[src/rtl/vga_pkg.sv]
// Shared VGA timing and VRAM geometry constants for the 640x480 display path.
package vga_pkg;

  localparam int H_TOTAL        = 800;
  localparam int V_TOTAL        = 524;
  localparam int H_ACTIVE       = 640;
  localparam int V_ACTIVE       = 480;
  localparam int WORDS_PER_LINE = 160;
  localparam int VRAM_WORDS     = 76800;
  localparam int ADR_W          = 17;

endpackage

[src/rtl/vram_fetch_addr.sv]
// Display fetch slot detection and VRAM word address (line*160 + word).
// Purely combinational; evaluated on the current timing counters.
module vram_fetch_addr #(
  parameter int WORDS_PER_LINE = vga_pkg::WORDS_PER_LINE,
  parameter int ACTIVE_LINES   = vga_pkg::V_ACTIVE,
  parameter int ADR_W          = vga_pkg::ADR_W
) (
  input  logic [9:0]       h_cnt,
  input  logic [9:0]       v_cnt,
  output logic             slot,
  output logic [ADR_W-1:0] fetch_adr
);

  import vga_pkg::*;

  // Last in-line slot fetches the final word of the line; the slot four
  // clocks before the horizontal wrap prefetches word 0 of the next line.
  localparam logic [9:0] LAST_SLOT_H = 10'((WORDS_PER_LINE - 2) * 4);
  localparam logic [9:0] PREFETCH_H  = 10'(H_TOTAL - 4);
  localparam logic [9:0] LAST_LINE   = 10'(V_TOTAL - 1);
  localparam logic [9:0] LINES       = 10'(ACTIVE_LINES);

  logic [9:0] line;
  logic [9:0] next_line;
  logic [7:0] word;

  // Slot decode and address build; 160 = 128 + 32 so no multiplier is needed.
  always_comb begin
    slot      = 1'b0;
    line      = v_cnt;
    word      = 8'd0;
    next_line = (v_cnt == LAST_LINE) ? 10'd0 : v_cnt + 10'd1;
    if (h_cnt[1:0] == 2'd0 && h_cnt <= LAST_SLOT_H && v_cnt < LINES) begin
      slot = 1'b1;
      word = h_cnt[9:2] + 8'd1;
    end else if (h_cnt == PREFETCH_H && next_line < LINES) begin
      slot = 1'b1;
      line = next_line;
    end
    fetch_adr = (ADR_W'(line) << 7) + (ADR_W'(line) << 5) + ADR_W'(word);
  end

endmodule

[src/rtl/vram_arbiter.sv]
// Single-port VRAM arbiter: display fetch has absolute priority on its fixed
// slots, the host is granted on free cycles, and fetched words are shifted
// out as 4-bit pixels aligned with the registered timing outputs.
//
// Host handshake: hostReq is held (with hostWe/hostAdr/hostWrData stable)
// until a one-cycle hostAck pulse; the access is on the VRAM port in the ack
// cycle. A read returns hostRdData with a one-cycle hostRdValid two cycles
// after the ack. A grant is never made in a cycle that already shows hostAck,
// so back-to-back acks cannot happen and a held request is not double-served.
module vram_arbiter #(
  parameter int WORDS_PER_LINE = vga_pkg::WORDS_PER_LINE,
  parameter int ACTIVE_LINES   = vga_pkg::V_ACTIVE,
  parameter int ADR_W          = vga_pkg::ADR_W
) (
  input  logic             ckVideo,
  input  logic             resetN,
  input  logic [9:0]       adrHor,
  input  logic [9:0]       adrVer,
  input  logic             hostReq,
  input  logic             hostWe,
  input  logic [ADR_W-1:0] hostAdr,
  input  logic [15:0]      hostWrData,
  output logic             hostAck,
  output logic [15:0]      hostRdData,
  output logic             hostRdValid,
  output logic             vramEn,
  output logic             vramWe,
  output logic [ADR_W-1:0] vramAdr,
  output logic [15:0]      vramWrData,
  input  logic [15:0]      vramRdData,
  output logic [3:0]       pixColor,
  output logic             vblank,
  output logic             frameTick
);

  import vga_pkg::*;

  logic             slot;
  logic [ADR_W-1:0] fetch_adr;
  logic             grant;
  logic             in_range;
  logic             fetch_p1, fetch_p2;
  logic             rd_p1, rd_p2;
  logic             oor_p1, oor_p2;
  logic [15:0]      shadow_q;
  logic [15:0]      shift_q;

  vram_fetch_addr #(
    .WORDS_PER_LINE (WORDS_PER_LINE),
    .ACTIVE_LINES   (ACTIVE_LINES),
    .ADR_W          (ADR_W)
  ) u_fetch (
    .h_cnt     (adrHor),
    .v_cnt     (adrVer),
    .slot      (slot),
    .fetch_adr (fetch_adr)
  );

  // Host wins only a cycle with no fetch slot and no ack already showing.
  always_comb begin
    in_range = (hostAdr < ADR_W'(VRAM_WORDS));
    grant    = hostReq && !slot && !hostAck;
  end

  // VRAM command register and host acknowledge.
  always_ff @(posedge ckVideo or negedge resetN) begin
    if (!resetN) begin
      hostAck    <= 1'b0;
      vramEn     <= 1'b0;
      vramWe     <= 1'b0;
      vramAdr    <= '0;
      vramWrData <= 16'd0;
    end else begin
      hostAck <= grant;
      if (slot) begin
        vramEn  <= 1'b1;
        vramWe  <= 1'b0;
        vramAdr <= fetch_adr;
      end else if (grant) begin
        // Out-of-range addresses are acked but never reach the macro.
        vramEn     <= in_range;
        vramWe     <= hostWe && in_range;
        vramAdr    <= hostAdr;
        vramWrData <= hostWrData;
      end else begin
        vramEn <= 1'b0;
        vramWe <= 1'b0;
      end
    end
  end

  // Read-return pipeline: tags follow the access until the data arrives.
  always_ff @(posedge ckVideo or negedge resetN) begin
    if (!resetN) begin
      fetch_p1    <= 1'b0;
      fetch_p2    <= 1'b0;
      rd_p1       <= 1'b0;
      rd_p2       <= 1'b0;
      oor_p1      <= 1'b0;
      oor_p2      <= 1'b0;
      shadow_q    <= 16'd0;
      hostRdValid <= 1'b0;
      hostRdData  <= 16'd0;
    end else begin
      fetch_p1    <= slot;
      fetch_p2    <= fetch_p1;
      rd_p1       <= grant && !hostWe;
      rd_p2       <= rd_p1;
      oor_p1      <= grant && !in_range;
      oor_p2      <= oor_p1;
      hostRdValid <= rd_p2;
      if (fetch_p2) shadow_q <= vramRdData;
      if (rd_p2) hostRdData <= oor_p2 ? 16'd0 : vramRdData;
    end
  end

  // Pixel shifter plus registered blanking and frame marker.
  always_ff @(posedge ckVideo or negedge resetN) begin
    if (!resetN) begin
      shift_q   <= 16'd0;
      pixColor  <= 4'd0;
      vblank    <= 1'b0;
      frameTick <= 1'b0;
    end else begin
      if (adrHor[1:0] == 2'd3) shift_q <= shadow_q;
      pixColor  <= shift_q[{adrHor[1:0], 2'b00} +: 4];
      vblank    <= (adrVer >= 10'(ACTIVE_LINES));
      frameTick <= (adrHor == 10'd0) && (adrVer == 10'd0);
    end
  end

endmodule

[config.mk]
export PLATFORM = sky130hd
export DESIGN_NAME = vram_arbiter
export DESIGN_NICKNAME = d
export VERILOG_FILES = /design/src/rtl/vga_pkg.sv /design/src/rtl/vram_fetch_addr.sv /design/src/rtl/vram_arbiter.sv
export SDC_FILE = /design/constraint.sdc
export NUM_CORES = 1
export LEC_CHECK = 0
export CAP_MARGIN = 20
export CORE_ASPECT_RATIO = 0.75
export CORE_MARGIN = 2
export CORE_UTILIZATION = 45
export DETAILED_ROUTE_END_ITERATION = 10
export GPL_TIMING_DRIVEN = 0
export PLACE_DENSITY = 0.85
export SLEW_MARGIN = 5
export SYNTH_ARGS = -nofsm -noshare
export SYNTH_HDL_FRONTEND = slang
export SYNTH_HIERARCHICAL = 1
export SYNTH_SLANG_ARGS = --single-unit
[constraint.sdc]
create_clock -name ckVideo -period 1.4 [get_ports ckVideo]
set_input_delay 0.28 -clock ckVideo [delete_from_list [all_inputs] [get_ports ckVideo]]
set_output_delay 0.28 -clock ckVideo [all_outputs]
set_load 0.05 [all_outputs]
==> flow_summary.yaml <==
finish:
  n_antenna_cell: 0
  finalNetCount: 704
  syn2layout_area_growth_pct: 48.7
  fill_cells: 788
  layoutNonFillerInstCount: 752
  drive_gt1_share_pct: 38.9
floorplan:
  dieArea_mm2: 0.0122
  core_area_mm2: 0.0110
  fp-row-count: 33
  boundaryPins: 132
  die_x_um: 127
  die_h_um: 96.2
  start_util_pct: 46.4
sta:
  fin_crit_sh_pct: 262
  drv_slew: 0
  worst_pin_slew_ps: 526
  fin_crit_ps: 3660
  final-setup-viol-count: 39
  timing.fmax_mhz: 273
  rsz0062_at_grt: "true"
  finalHoldViolations: 0
  fin_worst_skew_ps: 9.62
  slew_headroom_pct: 65.0
  setup_slack_ps: -2260
placement:
  hpwl_um: 9630
  gp_congestion: 0.846
  portBuffers: 131
  place_ws_ps: -3490
  placed_cells: 705
yosys:
  yosysSeqAreaShare_pct: 47.6
  syn_area_mm2: 0.00509
  ys_ff_latch: 97
  synthTopCellsByCount: "dfrtp_1, mux2_2, o21ai_0"
  yosys_most_used_dff: "dfrtp_1"
  synth.avg_cell_area_um2: 11.8
  ys_warn_count: 6
  ys_types: 52
  syn_nets: 530
  synth_edf_count: 0
  async_flop_share_pct: 100
  synth_most_common_cell: "dfrtp_1"
  netlist_instances: 433
  synth_top_cell_area_share_pct: 47.6
  yosys-top-cells-area: "dfrtp_1, mux2_2, ha_1"
  synth_top_area_cell: "dfrtp_1"
outcome:
  status: "finished, violations left"
  violations: "negative setup slack"
clocking:
  clock-sinks: 97
  cts_tree: "built"
  cts_buffers: 9
  clock_path_buffers: 2
  clk_pin_slew_ps: 70
  htreeDepth: 3
  clock-root-buffer: "clkbuf_16"
  clock_latency_ps: 340
worst_setup_path:
  crit_arrival_ps: 3930
  crit_fanout: 7
  crit_path_end_kind: "flip-flop"
  worstSetupPathType: "primary input to flip-flop"
  critPathLaunchType: "primary input"
  required_ps: 1670
detailed_routing:
  viasPerCell: 5.42
  drt_iter0_markers: 216
  post_drt_wl_per_cell_um: 18.6
  drtPass1Iterations: 4
  drcViolationCount: 0
  wl_um: 14000
  num_vias: 4078
  detail-route-antenna-nets: 0
power_and_ir_drop:
  p_leak_nw: 3.41
  ir_worst_vdd_uv: 828
  cellPowerDensity_mw_per_mm2: 1300
hold_path:
  hold_path_class: "primary input to flip-flop"
grt:
  grt_pass1_wl_um: 22200
  grt_pass1_vias: 4249
  grt.total_usage_pct: 23.6
  overflow: 0
  grt_max_degree: 70
  antenna_found_initial: 0
run:
  maxCapViolCount: 0
-- cell families after synthesis --
group	after synthesis	synth area share, %
simple gates	114	13.2
flops	97	47.6
mux	73	17.8
compound gates	62	7.27
buf+inv	44	4.67
fa+ha+maj	24	6.19
xor+xnor	19	3.27
-- path summary, 6_finish.rpt --
kind                               startpoint                 endpoint  slack (ps)  depth (start not counted)
max                                 adrVer[9]  vramAdr[16]$_DFFE_PN0P_       -2260                         18
min                                 adrVer[5]         vblank$_DFF_PN0_         240                          2
max reg2reg                fetch_p2$_DFF_PN0_  shadow_q[3]$_DFFE_PN0P_         100                          3
min reg2reg                   rd_p1$_DFF_PN0_          rd_p2$_DFF_PN0_         350                          0
max in group asynchronous              resetN         oor_p2$_DFF_PN0_         300                          3
min in group asynchronous              resetN      frameTick$_DFF_PN0_         420                          2
-- report_power, final --
part	total, mW	switching (mW)	internal, mW	leakage [nW]
Sequential	3.72	0.325	3.39	1.18
Combinational	3.44	2.01	1.43	2.07
Clock	2.70	1.11	1.59	0.156
-- state kept, by name, indices dropped and copies added, names as in the netlist, 4 cells and up --
signal	cells
hostRdData	16
pixColor	4
shadow_q	16
shift_q	16
vramAdr	17
vramWrData	16
-- layer usage --
metal	share of wire [%]	vias to the layer above	track usage, %
li1	-	1887	-
met1	44	2003	30.9
met2	47	171	38.0
met3	8.7	17	8.06
met4	1.2	0	5.86
met5	0	-	0
-- final cells by class --
| class | count | area (um2) | share of cell area [%] |
|---|---|---|---|
| sequential | 97 | 2430 | 32.0 |
| buffer | 18 | 173 | 2.28 |
| timing repair buffer | 165 | 1660 | 21.8 |
| multi-input combinational | 292 | 2730 | 36.0 |
| tap | 140 | 175 | 2.31 |
| clock inverter | 6 | 96.3 | 1.27 |
| clock buffer | 10 | 229 | 3.02 |
| inverter | 24 | 90.1 | 1.19 |
-- metrics by stage --
| step | hold WS, ps | total power, mW | util (%) | setup TNS (ps) | area [um2] |
|---|---|---|---|---|---|
| finish | 241 | 9.86 | 69.0 | -39260 | 7580 |
| global route | 243 | 10.3 | 69.0 | -42000 | 7580 |
| CTS | 259 | 9.87 | 68.0 | -39620 | 7470 |
| detailed placement | 239 | 7.11 | 60.7 | -93420 | 6660 |
| global placement | 336 | 6.99 | 60.4 | -426690 | 6640 |
| floorplan | -15.6 | 5.83 | - | -43590 | 5150 |
-- timing repair --
action                                 4_1_cts  5_1_grt
gates cloned                                 2        1
gates resized for setup                    276       70
endpoints found under the hold margin       28        0
pin swaps                                   33       16
setup endpoints to repair                  112       49
hold buffers                                 1        0
buffers inserted                            25        5
-- critical path, stage by stage --
cell and delay [ps]:
dlygate4sd2_1 410, nand3_2 130, nor4_4 300, o221a_4 240, buf_6 110, nand3_2 70, mux2_4 330, fa_1 520
inv_2 80, fa_2 210, nor2b_1 50, o21a_1 180, o31ai_2 320, a21oi_2 120, a31oi_1 270, xor2_1 170
nand2_1 60, o21ai_1 70
-- cells in the final DEF, fill, tap and decap left out, drive strengths merged, types with 7 or more instances in the layout --
cell           count
ha                22
o21ai             36
nand3b            17
nand2             28
mux2i             17
nand3             12
mux2              52
buf               61
clkdlybuf4s15     50
inv               27
xnor2             13
dlygate4sd2        7
clkbuf            18
clkdlybuf4s50     52
nor2              19
and3               7
dfrtp             97
nor4               7
Power figures use the tool's default switching activity.
